$ cat config.mk
export PLATFORM = sky130hd
export DESIGN_NAME = stage4_query_ctrl
export DESIGN_NICKNAME = d
export VERILOG_FILES = /design/src/rtl/stage4_pkg.sv /design/src/rtl/stage4_tag_fifo.sv /design/src/rtl/stage4_query_ctrl.sv
export SDC_FILE = /design/constraint.sdc
export NUM_CORES = 1
export LEC_CHECK = 0
export ABC_AREA = 1
export CORE_AREA = 2 2 136 138
export CTS_CLUSTER_DIAMETER = 100
export DETAILED_ROUTE_END_ITERATION = 8
export DIE_AREA = 0 0 138 140
export GPL_TIMING_DRIVEN = 0
export PLACE_DENSITY_LB_ADDON = 0.3
export RECOVER_POWER = 100
export SLEW_MARGIN = 40
export SYNTH_ARGS = -nofsm -noshare
export SYNTH_HDL_FRONTEND = slang
export SYNTH_SLANG_ARGS = --single-unit
$ cat constraint.sdc
create_clock -name clk -period 2.9 [get_ports clk]
set_input_delay 0.58 -clock clk [delete_from_list [all_inputs] [get_ports clk]]
set_output_delay 0.58 -clock clk [all_outputs]
set_load 0.02 [all_outputs]
$ cat src/rtl/stage4_pkg.sv
// Shared definitions for the stage-4 query controller: default widths,
// tag FIFO depth and the controller state encoding.
package stage4_pkg;

  localparam int DEF_DW         = 64;
  localparam int DEF_LW         = 8;
  localparam int DEF_CW         = 8;
  localparam int TAG_FIFO_DEPTH = 4;

  typedef enum logic [1:0] {
    S_IDLE,
    S_ISSUE,
    S_DRAIN,
    S_DONE
  } q_state_t;

endpackage

$ cat src/rtl/stage4_tag_fifo.sv
// Synchronous FIFO holding the bucket tags of probes whose results are still
// outstanding. DEPTH must be a power of two so the pointers wrap naturally.
module stage4_tag_fifo #(
  parameter int W     = 8,
  parameter int DEPTH = 4
) (
  input  logic         clk,
  input  logic         rst,
  input  logic         push,
  input  logic [W-1:0] push_data,
  input  logic         pop,
  output logic [W-1:0] pop_data,
  output logic         full,
  output logic         empty
);

  localparam int AW = $clog2(DEPTH);

  logic [W-1:0]  mem [DEPTH];
  logic [AW-1:0] wr_ptr;
  logic [AW-1:0] rd_ptr;
  logic [AW:0]   count;
  logic          do_push;
  logic          do_pop;

  assign full     = (count == (AW+1)'(DEPTH));
  assign empty    = (count == '0);
  assign do_push  = push && !full;
  assign do_pop   = pop && !empty;
  assign pop_data = mem[rd_ptr];

  always_ff @(posedge clk) begin
    if (rst) begin
      wr_ptr <= '0;
      rd_ptr <= '0;
      count  <= '0;
    end else begin
      if (do_push) wr_ptr <= wr_ptr + AW'(1);
      if (do_pop)  rd_ptr <= rd_ptr + AW'(1);
      case ({do_push, do_pop})
        2'b10:   count <= count + (AW+1)'(1);
        2'b01:   count <= count - (AW+1)'(1);
        default: ;
      endcase
    end
  end

  always_ff @(posedge clk) begin
    if (do_push) mem[wr_ptr] <= push_data;
  end

endmodule

$ cat src/rtl/stage4_query_ctrl.sv
// Stage-4 latency query: probes buckets lo..hi, accumulates hit flags until the
// target count is reached. STAGE4_QUERY_PROBE_CNT_EN adds a probe counter output.
module stage4_query_ctrl
  import stage4_pkg::*;
#(
  parameter int DW = DEF_DW,
  parameter int LW = DEF_LW,
  parameter int CW = DEF_CW
) (
  input  logic          clk,
  input  logic          rst,
  input  logic          query_i,
  input  logic [DW-1:0] query_item_i,
  input  logic [CW-1:0] query_target_i,
  input  logic [LW-1:0] query_lat_lo_i,
  input  logic [LW-1:0] query_lat_hi_i,
  output logic          query_ready_o,
  output logic          query_done_o,
  output logic          query_found_o,
  output logic [LW-1:0] query_latency_o,
  output logic [CW-1:0] query_hits_o,
`ifdef STAGE4_QUERY_PROBE_CNT_EN
  output logic [LW:0]   query_probes_o,
`endif
  input  logic          insert_busy_i,
  output logic          search_a_o,
  output logic [DW-1:0] search_a_data_o,
  output logic [DW-1:0] search_a_latency_o,
  input  logic          search_a_freq_i,
  input  logic          search_a_end_i
);

  q_state_t      state;
  logic [DW-1:0] item_q;
  logic [CW-1:0] target_q;
  logic [LW-1:0] lo_q;
  logic [LW-1:0] hi_q;
  logic [LW:0]   cur;
  logic          fifo_full;
  logic          fifo_empty;
  logic [LW-1:0] pop_tag;
  logic          issue_fire;
  logic          pop;
  logic [CW:0]   hits_sum;
  logic [CW-1:0] hits_next;

  // The search port is driven combinationally so an insert in the same cycle blocks the probe.
  assign issue_fire = (state == S_ISSUE) && !query_found_o && (target_q != '0) &&
                      (lo_q <= hi_q) && !insert_busy_i && !fifo_full;
  assign pop        = search_a_end_i && !fifo_empty;
  assign hits_sum   = {1'b0, query_hits_o} + {{CW{1'b0}}, search_a_freq_i};
  assign hits_next  = hits_sum[CW] ? '1 : hits_sum[CW-1:0];

  assign search_a_o         = issue_fire;
  assign search_a_data_o    = item_q;
  assign search_a_latency_o = {{(DW-LW){1'b0}}, cur[LW-1:0]};

  stage4_tag_fifo #(
    .W     (LW),
    .DEPTH (TAG_FIFO_DEPTH)
  ) u_tag_fifo (
    .clk       (clk),
    .rst       (rst),
    .push      (issue_fire),
    .push_data (cur[LW-1:0]),
    .pop       (pop),
    .pop_data  (pop_tag),
    .full      (fifo_full),
    .empty     (fifo_empty)
  );

  always_ff @(posedge clk) begin
    if (rst) begin
      state           <= S_IDLE;
      query_ready_o   <= 1'b1;
      query_done_o    <= 1'b0;
      query_found_o   <= 1'b0;
      query_latency_o <= '0;
      query_hits_o    <= '0;
      item_q          <= '0;
      target_q        <= '0;
      lo_q            <= '0;
      hi_q            <= '0;
      cur             <= '0;
    end else begin
      query_done_o <= 1'b0;
      // Results popped after the target was reached are drained but not counted.
      if (pop && !query_found_o) begin
        query_hits_o <= hits_next;
        if (hits_next == target_q) begin
          query_found_o   <= 1'b1;
          query_latency_o <= pop_tag;
        end
      end
      case (state)
        S_IDLE: begin
          if (query_i) begin
            item_q          <= query_item_i;
            target_q        <= query_target_i;
            lo_q            <= query_lat_lo_i;
            hi_q            <= query_lat_hi_i;
            cur             <= {1'b0, query_lat_lo_i};
            query_hits_o    <= '0;
            query_found_o   <= 1'b0;
            query_latency_o <= '0;
            query_ready_o   <= 1'b0;
            state           <= S_ISSUE;
          end
        end
        S_ISSUE: begin
          if (target_q == '0) begin
            query_found_o   <= 1'b1;
            query_latency_o <= lo_q;
            query_done_o    <= 1'b1;
            state           <= S_DONE;
          end else if (lo_q > hi_q) begin
            query_done_o <= 1'b1;
            state        <= S_DONE;
          end else if (query_found_o) begin
            state <= S_DRAIN;
          end else if (issue_fire) begin
            cur <= cur + (LW+1)'(1);
            if (cur == {1'b0, hi_q}) state <= S_DRAIN;
          end
        end
        S_DRAIN: begin
          if (fifo_empty) begin
            query_done_o <= 1'b1;
            state        <= S_DONE;
          end
        end
        S_DONE: begin
          query_ready_o <= 1'b1;
          state         <= S_IDLE;
        end
        default: state <= S_IDLE;
      endcase
    end
  end

`ifdef STAGE4_QUERY_PROBE_CNT_EN
  always_ff @(posedge clk) begin
    if (rst) begin
      query_probes_o <= '0;
    end else if (state == S_IDLE && query_i) begin
      query_probes_o <= '0;
    end else if (issue_fire) begin
      query_probes_o <= query_probes_o + (LW+1)'(1);
    end
  end
`endif

endmodule

==> flow_summary_export.csv, run 1 <==
group,metric,value,unit
placement,post-place-ws,-35.9,ps
die,fp.dieArea,19300,um2
synthesis,synth.distinct_cells,38,
worst_setup_path,crit_arrival,2200,ps
worst_hold_path,min_path_type,"flop to flop",
sta,finalMaxSlewViolations,0,
finish,nets,1283,
drt,postRouteAntennaNets,0,
worst_setup_path,critical_path_class,"flop to primary output",
drt,routed_via_density,4.70,
drt,routedWlPerCell,14.3,um
synthesis,synth-seq-area-share,47.6,%
synthesis,synthArstFlopShare,0,%
worst_setup_path,crit_fanout,8,
worst_setup_path,end_kind,"primary output",
worst_setup_path,crit_family,"buffers and inverters",
die,start_util,41.4,%
worst_setup_path,slowest_delay,360,ps
clock_tree,clock-root-buffer,"clkbuf_16",
sta,setup_violations,0,
synthesis,yosys.area_share.simple,19.3,%
synthesis,synthAdderAreaFrac,3.68,%
sta,period_needed,2780,ps
finish,area_growth,40.0,%
grt,grt_pass1_vias,6286,
synthesis,synth_top_flop_cell,"dfxtp_1",
pwr,p_total,0.00873,W
synthesis,synth_edf_count,32,
pwr,power_density,848,nW/um2
placement,gp_congestion,0.857,
synthesis,avgSynthCellArea,8.11,um2
die,num_rows,49,
drt,drt_iter0_markers,370,
pwr,leakagePower,4.56,nW
worst_setup_path,cp_num_buf_inv,4,
die,die_y,140,um
clock_tree,clk_latency,430,ps
clock_tree,cts_buffer_depth,2,
worst_setup_path,crit_top_cell,"nand2_1",
finish,layout-drive-gt1-share,10.2,%
die,die_width,138,um
worst_setup_path,critPathLaunchType,"flop",
sta,worstMarginPinSlew,779,ps
flow_run,maxCapViolations,0,
sta,timing.fmax,0.359,GHz
synthesis,ys_seq_elements,159,
placement,dp.final_hpwl,15400,um
clock_tree,cts_sinks,159,
drt,drc_errors,0,
grt,antenna_found_initial,1,
clock_tree,cts_tree,"done",
synthesis,synth_top_family_by_area,"simple AND/OR/NAND/NOR gates",
synthesis,synthXorXnorAreaFrac,1.91,%
synthesis,syn_area,7350,um2
sta,hold_viol_final,0,
drt,via_count,6632,
sta,finalClockSkew,10.5,ps
drt,drt-total-wl,20200,um
die,ios,242,
clock_tree,hold_buffers,0,
grt,grt_max_degree,17,
clock_tree,htree_levels,4,
sta,rsz0062_at_grt,"false",
worst_setup_path,slowest_stage,"dfxtp_1",
clock_tree,cts.clk_slew.worst_paths,60,ps
synthesis,synth_cells,907,
worst_setup_path,timing.critical_path.cells,"inv_1 -> ha_1 -> a21oi_1 -> o21ai_0 -> nand2_1 -> nand2_1 -> nand2_1 -> nand4_1 -> clkbuf_8 -> inv_1 -> clkbuf_2",
clock_tree,cts_made_buffers,17,
grt,grt_use_total,21.0,%
sta,worst_slack,118,ps
run_status,status,"complete, no violations",
synthesis,synth_compound_area_share,15.5,%
grt,grt_pass1_wl,32500,um
worst_setup_path,required,2320,ps
synthesis,yosysWarnings,0,
drt,first_pass_iters,4,
die,core_area,17800,um2
sta,slew_headroom,48.0,%
placement,numPortBuffers,185,
sta,fin_setup_tns,0,ps
pwr,ir_drop,521,uV
synthesis,muxShareOfSynthArea,0,%
sta,timing.final.crit_share,95.9,%
grt,grt-ovfl-total,0,
[worst paths after layout]
path	from	to	slack, ps	depth (start not counted)
setup reg to reg	hi_q[3]$_SDFFE_PP0P_	u_tag_fifo.count[2]$_SDFFE_PP0P_	200	15
setup / recovery	hi_q[3]$_SDFFE_PP0P_	search_a_o	120	11
hold reg to reg	u_tag_fifo.rd_ptr[1]$_SDFFE_PP0P_	flop	470	2
hold / removal	u_tag_fifo.rd_ptr[1]$_SDFFE_PP0P_	flop	470	2
[registers in the layout, summed over array words and instances (netlist names), named ones only]
name / flops
lo_q: 8
state: 2
query_ready_o: 1
query_latency_o: 8
cur: 9
u_tag_fifo.rd_ptr: 2
u_tag_fifo.wr_ptr: 2
search_a_data_o: 64
hi_q: 8
u_tag_fifo.count: 3
target_q: 8
query_hits_o: 8
u_tag_fifo.mem: 32
query_found_o: 1
query_done_o: 1
[routing by layer]
layer	vias up	part of all wire, %	track usage (%)
met1	2951	42	26.0
met2	251	47	34.3
met5	-	0	0
met4	0	1.8	6.50
li1	3399	-	-
met3	31	9.5	7.76
[area by class of cell]
class / count / area (um2)
tap: 229 / 287
clock inverter: 14 / 141
inverter: 63 / 238
sequential: 159 / 3500
timing repair buffer: 187 / 1860
fill: 1652 / 7480
buffer: 104 / 649
clock buffer: 18 / 429
multi-input combinational: 636 / 3180
antenna: 1 / 2.50
[worst min-delay path: cells and delay by family, from the launching register on]
family / cells / cell delay (ps)
DFF: 1 / 300
AOI/OAI and AO/OA: 1 / 70
buffers and inverters: 1 / 60
[power breakdown]
part	total (W)	leakage [nW]	switching, W	internal, W
Clock	0.00218	0.278	0.000918	0.00127
Sequential	0.00320	1.34	0.000413	0.00279
Combinational	0.00334	2.94	0.00203	0.00132
Total	0.00873	4.56	0.00336	0.00537
[logic make-up (layout without fill, tap and decap cells)]
family	after synthesis	in the layout
XOR/XNOR	16	16
flip-flops	159	159
buffers and inverters	167	386
AO/OA/AOI/OAI	213	213
adder cells (fa/ha/maj)	21	21
other	1	57
AND/OR/NAND/NOR	330	330
[cell usage after synthesis (all sizes together), types with 4 or more instances]
master,count,area [um2]
nor2,191,764
nand4,8,50.1
clkbuf,38,143
inv,61,229
dfxtp,127,2540
edfxtp,32,961
xor2,11,96.3
nand2,86,343
nand3,40,238
o21ai,126,634
a211oi,5,37.5
xnor2,5,43.8
o21bai,11,82.6
nor3,4,20.0
buf,66,497
a21oi,55,275
ha,20,250
o22ai,8,50.1
[metrics by stage]
stage | hold WS [ps] | std cells | utilization [%] | instance area [um2]
global placement | 457 | 1376 | 54.5 | 9700
global route | 498 | 1411 | 57.9 | 10300
CTS | 473 | 1408 | 57.8 | 10300
floorplan | 436 | 962 | - | 7560
detailed placement | 465 | 1376 | 54.5 | 9700
finish | 473 | 1411 | 57.9 | 10300
[cells in the final DEF, fill, tap and decap left out, types with 3 or more instances in the layout]
cell type,netlist,layout
nor2_1,185,183
dfxtp_1,127,127
o21ai_0,121,123
dlygate4sd3_1,0,94
clkdlybuf4s50_1,0,90
nand2_1,82,82
buf_4,64,64
inv_1,59,60
conb_1,1,56
a21oi_1,55,55
clkbuf_1,38,38
nand3_1,34,35
edfxtp_1,32,32
ha_1,20,20
clkbuf_16,0,17
xor2_1,11,11
o21bai_1,11,11
nand4_1,8,8
o22ai_1,8,8
nor2_2,3,5
xnor2_1,5,5
a211oi_1,5,5
nand3_2,5,4
nor3_1,4,4
clkinv_1,2,4
clkinv_2,0,3
a31oi_1,3,3
inv_6,0,3
clkinv_4,0,3
[timing repair]
item                                    CTS  global route
pin swaps                                 0             1
setup buffers                             0             2
gates resized for setup                   7             4
endpoints found under the setup margin    1             2
(Power assumes the default switching activity.)
==> run 2, diff against run 1 <==
--- a/config.mk
+++ b/config.mk
@@ -6,10 +6,10 @@
 export NUM_CORES = 1
 export LEC_CHECK = 0
 export ABC_AREA = 1
-export CORE_AREA = 2 2 136 138
+export CORE_AREA = 2 2 175 177
 export CTS_CLUSTER_DIAMETER = 100
 export DETAILED_ROUTE_END_ITERATION = 8
-export DIE_AREA = 0 0 138 140
+export DIE_AREA = 0 0 177 179
 export GPL_TIMING_DRIVEN = 0
 export PLACE_DENSITY_LB_ADDON = 0.3
 export RECOVER_POWER = 100
==> run 2 against run 1 <==
  * Non-clock buffer count unchanged
  * Core utilization shrank 23 points
  * Combinational power about the same
  * Cell area up 2.1%
  * Total power increased by 1.0%
  * Critical path type unchanged
  * Critical endpoint unchanged
==> flow_summary_export.csv, run 2 (synthesized netlist as in run 1, its figures left out) <==
group,metric,value,unit
sta,period_needed,2690,ps
drt,drt-total-wl,22300,um
finish,nets,1283,
die,num_rows,64,
grt,grt_pass1_vias,6075,
finish,layout-drive-gt1-share,10.6,%
drt,via_count,6593,
clock_tree,cts_buffer_depth,2,
placement,gp_congestion,0.806,
drt,drt_iter0_markers,252,
placement,numPortBuffers,185,
sta,slew_headroom,45.3,%
grt,grt_use_total,13.9,%
pwr,leakagePower,4.57,nW
clock_tree,htree_levels,4,
grt,antenna_found_initial,0,
clock_tree,hold_buffers,0,
sta,setup_violations,0,
grt,grt_max_degree,19,
finish,area_growth,43.0,%
sta,finalMaxSlewViolations,0,
die,die_y,179,um
drt,routed_via_density,4.18,
clock_tree,clk_latency,440,ps
worst_setup_path,critPathLaunchType,"flop",
placement,dp.final_hpwl,17100,um
worst_setup_path,required,2320,ps
drt,first_pass_iters,7,
finish,largest_register_ffs,64,
pwr,ir_drop,382,uV
clock_tree,clock-root-buffer,"clkbuf_16",
pwr,p_total,0.00882,W
worst_hold_path,min_path_type,"flop to flop",
grt,grt-ovfl-total,0,
worst_setup_path,end_kind,"primary output",
sta,finalClockSkew,18.9,ps
run_status,status,"complete, no violations",
worst_setup_path,crit_fanout,10,
die,fp.dieArea,31700,um2
sta,hold_viol_final,0,
clock_tree,cts_sinks,159,
sta,worstMarginPinSlew,818,ps
die,die_width,177,um
die,ios,242,
flow_run,maxCapViolations,0,
drt,routedWlPerCell,14.1,um
clock_tree,cts_made_buffers,17,
drt,drc_errors,0,
worst_setup_path,crit_arrival,2110,ps
clock_tree,cts.clk_slew.worst_paths,70,ps
clock_tree,cts_tree,"done",
drt,postRouteAntennaNets,0,
die,core_area,30000,um2
pwr,power_density,838,nW/um2
sta,timing.final.crit_share,92.6,%
sta,rsz0062_at_grt,"false",
placement,placed_cell_area,9910,um2
finish,final_area,10500,um2
die,start_util,24.5,%
grt,grt_pass1_wl,34100,um
sta,timing.fmax,0.372,GHz
finish,fin_util,35.0,%
finish,mostFrequentLayoutCells,"nor2_1 (184), dfxtp_1 (124), o21ai_0 (123)",
finish,final_common_cell,"nor2_1",
worst_setup_path,critical_path_class,"flop to primary output",
finish,fill_cells,3208,
[run 2: timing repair]
action | in CTS | in global routing
buffers inserted | 1 | 0
gates resized for setup | 6 | 8
endpoints found under the hold margin | 0 | 0
pin swaps | 1 | 0
setup endpoints to repair | 1 | 2
gates cloned | 0 | 0
[run 2: final cells by class]
cell class	instances	area, um2	area share, %
diodes	2	5.00	0.0476
plain buffers	104	652	6.20
clock buffers	17	425	4.05
clock inverters	15	154	1.46
inverters	63	240	2.28
multi-input cells	636	3180	30.2
flip-flops and latches	159	3510	33.4
well taps	396	495	4.71
repair buffers	187	1860	17.7
[run 2: power by group]
group / switching [W] / leakage [nW] / internal [W]
registers: 0.000430 / 1.34 / 0.00279
logic: 0.00205 / 2.94 / 0.00132
clock network: 0.00107 / 0.289 / 0.00116
[run 2: per-stage QoR]
stage | setup slack [ps] | TNS, ps | cells | hold WS, ps
finish | 215 | 0 | 1579 | 478
global route | 27.5 | 0 | 1577 | 504
CTS | 16.1 | 0 | 1576 | 477
detailed placement | -64.7 | -64.7 | 1543 | 464
global placement | -65.1 | -65.1 | 1543 | 454
floorplan | 452 | 0 | 962 | 436
[run 2: routing by layer]
layer	vias up	wire length (um)	global-route usage, %
li1	3404	-	-
met3	19	1910	5.09
met5	-	0	0
met2	215	10300	22.1
met4	0	229	3.65
met1	2955	9870	17.9
[run 2: final timing paths]
path	endpoint	from	depth (start not counted)	slack, ps
worst max-delay path	search_a_o	hi_q[6]$_SDFFE_PP0P_	10	210
worst min-delay path	search_a_data_o[49]$_SDFFE_PP0P_	search_a_data_o[49]$_SDFFE_PP0P_	2	480
worst max register to register	u_tag_fifo.count[2]$_SDFFE_PP0P_	hi_q[6]$_SDFFE_PP0P_	14	280
worst min register to register	search_a_data_o[49]$_SDFFE_PP0P_	search_a_data_o[49]$_SDFFE_PP0P_	2	480
[run 2: critical path: stages, from the launching register on]
cell and delay (ps):
dfxtp_1 370, inv_1 80, ha_1 270, nand2_1 80
nor2_2 120, nand4_1 100, nand2_2 120, nand4_1 130
clkbuf_8 190, inv_1 60, clkbuf_2 160
